## src/rtl/icap_pr_loader.sv

```systemverilog
// ICAPE3 partial-reconfiguration loader: streams a word-counted bitstream into the ICAP
// with legal CSIB/RDWRB framing, then waits for PRDONE/PRERROR with a bounded timeout.
module icap_pr_loader #(
  parameter int BITSWAP        = 1,
  parameter int TIMEOUT_CYCLES = 1048576
) (
  input  logic        CLK,
  input  logic        RST,
  input  logic        start,
  input  logic        abort,
  input  logic [31:0] word_count,
  input  logic [31:0] s_data,
  input  logic        s_valid,
  output logic        s_ready,
  input  logic        ICAP_AVAIL,
  input  logic        ICAP_PRDONE,
  input  logic        ICAP_PRERROR,
  output logic        ICAP_CSIB,
  output logic        ICAP_RDWRB,
  output logic [31:0] ICAP_I,
  output logic        busy,
  output logic        done,
  output logic        error,
  output logic [1:0]  err_code,
  output logic [31:0] words_written
);

  localparam int TW = $clog2(TIMEOUT_CYCLES + 1);
  localparam logic [TW-1:0] TO_LAST = TW'(TIMEOUT_CYCLES - 1);
  localparam logic [TW-1:0] TO_ONE  = TW'(1);

  localparam logic [1:0] ERR_NONE    = 2'b00;
  localparam logic [1:0] ERR_PRERROR = 2'b01;
  localparam logic [1:0] ERR_TIMEOUT = 2'b10;
  localparam logic [1:0] ERR_ABORT   = 2'b11;

  typedef enum logic [2:0] {
    S_IDLE,
    S_SETUP,
    S_WRITE,
    S_WAIT_DONE,
    S_TEARDOWN,
    S_DONE,
    S_ERROR
  } state_t;

  state_t        state_reg, state_next;
  logic [31:0]   remaining_reg, remaining_next;
  logic [31:0]   words_written_reg, words_written_next;
  logic          csib_reg, csib_next;
  logic          rdwrb_reg, rdwrb_next;
  logic [31:0]   icap_i_reg, icap_i_next;
  logic [1:0]    err_code_reg, err_code_next;
  logic [TW-1:0] timeout_reg, timeout_next;

  logic [31:0]   swapped;
  logic          handshake;

  // ICAP expects the bits of each byte reversed relative to the usual bitstream file order
  genvar gi;
  generate
    for (gi = 0; gi < 32; gi++) begin : g_swap
      if (BITSWAP != 0) begin : g_rev
        assign swapped[gi] = s_data[(gi / 8) * 8 + 7 - (gi % 8)];
      end else begin : g_pass
        assign swapped[gi] = s_data[gi];
      end
    end
  endgenerate

  // Abort and PRERROR must drop ready in the same cycle so no word is consumed after them
  assign s_ready   = (state_reg == S_WRITE) && ICAP_AVAIL && (remaining_reg != 32'd0)
                     && !abort && !ICAP_PRERROR;
  assign handshake = s_valid && s_ready;

  always_comb begin
    state_next         = state_reg;
    remaining_next     = remaining_reg;
    words_written_next = words_written_reg;
    csib_next          = csib_reg;
    rdwrb_next         = rdwrb_reg;
    icap_i_next        = icap_i_reg;
    err_code_next      = err_code_reg;
    timeout_next       = timeout_reg;

    case (state_reg)
      S_IDLE, S_DONE, S_ERROR: begin
        if (start) begin
          words_written_next = 32'd0;
          err_code_next      = ERR_NONE;
          timeout_next       = '0;
          if (word_count == 32'd0) begin
            state_next = S_DONE;
          end else begin
            remaining_next = word_count;
            state_next     = S_SETUP;
          end
        end
      end

      S_SETUP: begin
        if (abort) begin
          err_code_next = ERR_ABORT;
          state_next    = S_TEARDOWN;
        end else begin
          rdwrb_next = 1'b0;
          state_next = S_WRITE;
        end
      end

      S_WRITE: begin
        csib_next = 1'b1;
        if (abort) begin
          err_code_next = ERR_ABORT;
          state_next    = S_TEARDOWN;
        end else if (ICAP_PRERROR) begin
          err_code_next = ERR_PRERROR;
          state_next    = S_TEARDOWN;
        end else if (handshake) begin
          icap_i_next        = swapped;
          csib_next          = 1'b0;
          remaining_next     = remaining_reg - 32'd1;
          words_written_next = words_written_reg + 32'd1;
          if (remaining_reg == 32'd1) begin
            timeout_next = '0;
            state_next   = S_WAIT_DONE;
          end
        end
      end

      S_WAIT_DONE: begin
        csib_next    = 1'b1;
        timeout_next = timeout_reg + TO_ONE;
        if (abort) begin
          err_code_next = ERR_ABORT;
          state_next    = S_TEARDOWN;
        end else if (ICAP_PRERROR) begin
          err_code_next = ERR_PRERROR;
          state_next    = S_TEARDOWN;
        end else if (ICAP_PRDONE) begin
          state_next = S_TEARDOWN;
        end else if (timeout_reg == TO_LAST) begin
          err_code_next = ERR_TIMEOUT;
          state_next    = S_TEARDOWN;
        end
      end

      S_TEARDOWN: begin
        // CSIB was already high for the whole previous cycle, so RDWRB may rise here
        csib_next  = 1'b1;
        rdwrb_next = 1'b1;
        state_next = (err_code_reg == ERR_NONE) ? S_DONE : S_ERROR;
      end

      default: begin
        state_next = S_IDLE;
      end
    endcase
  end

  always_ff @(posedge CLK) begin
    if (RST) begin
      state_reg         <= S_IDLE;
      remaining_reg     <= 32'd0;
      words_written_reg <= 32'd0;
      csib_reg          <= 1'b1;
      rdwrb_reg         <= 1'b1;
      icap_i_reg        <= 32'd0;
      err_code_reg      <= ERR_NONE;
      timeout_reg       <= '0;
    end else begin
      state_reg         <= state_next;
      remaining_reg     <= remaining_next;
      words_written_reg <= words_written_next;
      csib_reg          <= csib_next;
      rdwrb_reg         <= rdwrb_next;
      icap_i_reg        <= icap_i_next;
      err_code_reg      <= err_code_next;
      timeout_reg       <= timeout_next;
    end
  end

  assign ICAP_CSIB     = csib_reg;
  assign ICAP_RDWRB    = rdwrb_reg;
  assign ICAP_I        = icap_i_reg;
  assign busy          = (state_reg == S_SETUP) || (state_reg == S_WRITE) ||
                         (state_reg == S_WAIT_DONE) || (state_reg == S_TEARDOWN);
  assign done          = (state_reg == S_DONE);
  assign error         = (state_reg == S_ERROR);
  assign err_code      = error ? err_code_reg : ERR_NONE;
  assign words_written = words_written_reg;

endmodule

```

## config.mk

```make
export PLATFORM = sky130hd
export DESIGN_NAME = icap_pr_loader
export DESIGN_NICKNAME = d
export VERILOG_FILES = /design/src/rtl/icap_pr_loader.sv
export SDC_FILE = /design/constraint.sdc
export NUM_CORES = 1
export LEC_CHECK = 0
export BUFFER_PORTS_ARGS = -buffer_cell sky130_fd_sc_hd__buf_4
export CAP_MARGIN = 20
export CORE_MARGIN = 4
export CORE_UTILIZATION = 35
export DETAILED_ROUTE_END_ITERATION = 7
export GPL_ROUTABILITY_DRIVEN = 0
export GPL_TIMING_DRIVEN = 0
export PLACE_DENSITY = 0.58
export REMOVE_ABC_BUFFERS = 1
export SYNTH_ARGS = -nofsm -noshare
export SYNTH_HDL_FRONTEND = slang
export SYNTH_SLANG_ARGS = --single-unit
```

## constraint.sdc

```tcl
create_clock -name CLK -period 3.5 [get_ports CLK]
set_clock_uncertainty 0.2 [all_clocks]
set_input_delay 0.175 -clock CLK [delete_from_list [all_inputs] [get_ports CLK]]
set_output_delay 0.175 -clock CLK [all_outputs]
set_load 0.01 [all_outputs]
```

==> results.py <==
metrics = {
    "logic_synthesis": {
        "synth.largest_area_cell": "dfxtp_1",
        "synth_edf_count": 0,
        "synth_xor_xnor_area_share": 0.0486,
        "ys_top_cells_by_area": "dfxtp_1 38%, nand2_1 8.6%, a21oi_1 8.3%",
        "synth-async-reset-ratio": 0,
        "yosysWarnings": 0,
        "syn-cell-area_mm2": 0.00648,
        "synth-simple-area-share": 0.282,
        "synthFlopType": "dfxtp_1",
        "synth_compound_area_frac": 0.225,
        "synth_commonest_cells": "148 x nand2_1, 124 x dfxtp_1, 107 x a21oi_1, 82 x nor2_1, 35 x clkbuf_1",
        "synth_cell_types": 65,
        "syn_avg_cell_area_um2": 7.76,
        "synth_top_area_frac": 0.383,
        "yosysMostFrequentCell": "nand2_1",
        "ys_seq_area_frac": 0.383,
        "synth_top_family_by_area": "simple AND/OR/NAND/NOR gates",
        "synth-adder-area-share": 0.00965,
        "synthCells": 836,
        "synth_seq_cells": 124,
        "muxShareOfSynthArea": 0.00309,
    },
    "clock_tree": {
        "clkSinkCount": 124,
        "cts_buffer_depth": 2,
        "clk_pin_slew_ps": 60,
        "cts_root_buf": "clkbuf_16",
        "cts_tree": "yes",
        "insertion_delay_ps": 430,
        "cts_made_buffers": 17,
        "htreeDepth": 4,
    },
    "pwr": {
        "power-per-cell-area_mw_per_mm2": 605,
        "vdd_drop_max_v": 0.000435,
        "p_leak_nw": 3.31,
        "finalPower_w": 0.00549,
    },
    "min_path": {
        "holdPathStages": 5,
        "min_from": "word_count[23]",
        "hp-class": "primary input to register",
    },
    "sta": {
        "hold_viol": 0,
        "period_minus_slack_ps": 3330,
        "relSlewSlack": 0.164,
        "drv_slew": 0,
        "worstMarginPinSlew_ps": 1250,
        "post-route-period-util": 0.951,
        "layout_setup_ws_ps": 173,
        "setup-violations-final": 0,
        "max_freq_mhz": 301,
    },
    "floorplan": {
        "dieArea_mm2": 0.0208,
        "start_util": 0.358,
        "coreArea_mm2": 0.0181,
        "die_x_um": 144,
        "core.rowCount": 49,
        "pin_count": 144,
        "die_h_um": 144,
    },
    "global_route": {
        "grt_pass1_vias": 6200,
        "grt_pass1_wl_um": 31700,
        "antenna_found_initial": 0,
        "overflow": 0,
        "grt_max_degree": 74,
        "track_usage": 0.188,
    },
    "setup_path": {
        "slowest_delay_ps": 1020,
        "cp-startpoint": "remaining_reg[8]",
        "critPathCaptureType": "register",
        "path_class": "register to register",
        "path_max_fanout": 18,
        "worst-r2r-cell-count": 7,
        "path_buf_inv": 1,
        "cp.depth": 7,
        "timing.rr.start": "remaining_reg[8]",
        "cp_cell_sequence": "nor4_2, and4_1, nor4b_2, o22ai_4, buf_16, a211o_1, o31ai_1",
        "crit_slowest_cell": "nor4b_2",
        "cp.arrival_ps": 3460,
        "cp.required_ps": 3630,
        "critical_path.top_delay_family": "simple AND/OR/NAND/NOR gates",
        "start_kind": "register",
    },
    "layout": {
        "syn2layout_area_growth_pct": 39.9,
        "drive_gt1_frac": 0.207,
        "postLayoutCoreUtil": 0.501,
        "final_nets": 1093,
        "final_cells": 1258,
        "antenna_cells": 0,
        "nFillCells": 1723,
    },
    "routing": {
        "routed_via_density": 5.36,
        "via_count": 6744,
        "wl_per_cell_um": 15.6,
        "firstDrtPassIters": 5,
        "first_iter_violations": 402,
        "drc": 0,
        "wirelength_um": 19600,
        "drtAntennaViolNets": 0,
    },
    "status": {
        "status": "finished, final reports clean",
    },
    "flow_run": {
        "drv_cap": 0,
    },
    "placed_design": {
        "dp.final_hpwl_um": 12600,
        "dp_slack_ps": -557,
        "port-buffer-count": 143,
        "placed_cells": 1158,
    },
}
## final cells by class
class	instances	area, um^2	share of cell area
sequential	124	2480	0.274
timing repair buffer	215	1850	0.204
clock inverter	14	185	0.0204
inverter	17	63.8	0.00704
multi-input combinational	641	3760	0.415
tap	229	287	0.0316
clock buffer	18	439	0.0484
## metal layers
metal | track usage | share of wire | up-vias
met5 | 0 | 0 | -
met4 | 0.0535 | 0.012 | 0
met3 | 0.0685 | 0.082 | 24
met2 | 0.285 | 0.44 | 213
met1 | 0.251 | 0.46 | 3132
li1 | - | - | 3375
## path summary, 6_finish.rpt
path                                           to  slack, ps
worst min register to register         ICAP_I[25]        250
worst min-delay path            remaining_reg[23]         20
worst max register to register  remaining_reg[25]        170
worst max-delay path            remaining_reg[25]        170
## logic make-up (layout without fill, tap and decap cells)
family	after synthesis	in the layout
adders and majority gates	5	5
and+or+nand+nor	371	372
AOI/OAI and AO/OA	226	226
muxes	2	2
xor gates and xnor gates	36	36
buffers and inverters	72	264
DFF	124	124
## through the flow
step	instance area, um^2	TNS, ps	hold slack [ps]
after floorplan	6230	-30480	44.1
after global placement	7590	-172070	222
after detailed placement	7710	-30040	231
after CTS	9040	0	8.10
after global routing	9070	-50.5	38.5
final	9070	0	23.8
## where the power goes
group / internal (W) / total, W / switching (W) / leakage (nW)
logic: 0.000700 / 0.00188 / 0.00118 / 2.00
registers: 0.00155 / 0.00174 / 0.000187 / 1.00
clock network: 0.00115 / 0.00187 / 0.000720 / 0.302
total: 0.00341 / 0.00549 / 0.00208 / 3.31
## worst min-delay path: stages
cell	delay, ps
buf_4	80
and2_1	110
a31o_2	90
nand2_1	50
a21oi_1	110
## placed cells by master (no fill, tap or decap), drive strengths merged, types with 18 or more instances in the layout
cell	count
a21oi	108
buf	151
clkbuf	18
dfxtp	124
dlygate4sd3	64
inv	21
nand2	148
nand3	23
nor2	83
nor3	19
nor4	23
o21ai	37
o31ai	24
xnor2	33
## repair_timing
item / in CTS / in global routing
buffers inserted: 2 / 1
gates resized for setup: 6 / 2
hold endpoints to repair: 64 / 0
hold buffers: 64 / 0
pin swaps: 2 / 2
cloned: 1 / 0
endpoints found under the setup margin: 85 / 31
(Power assumes the default switching activity.)
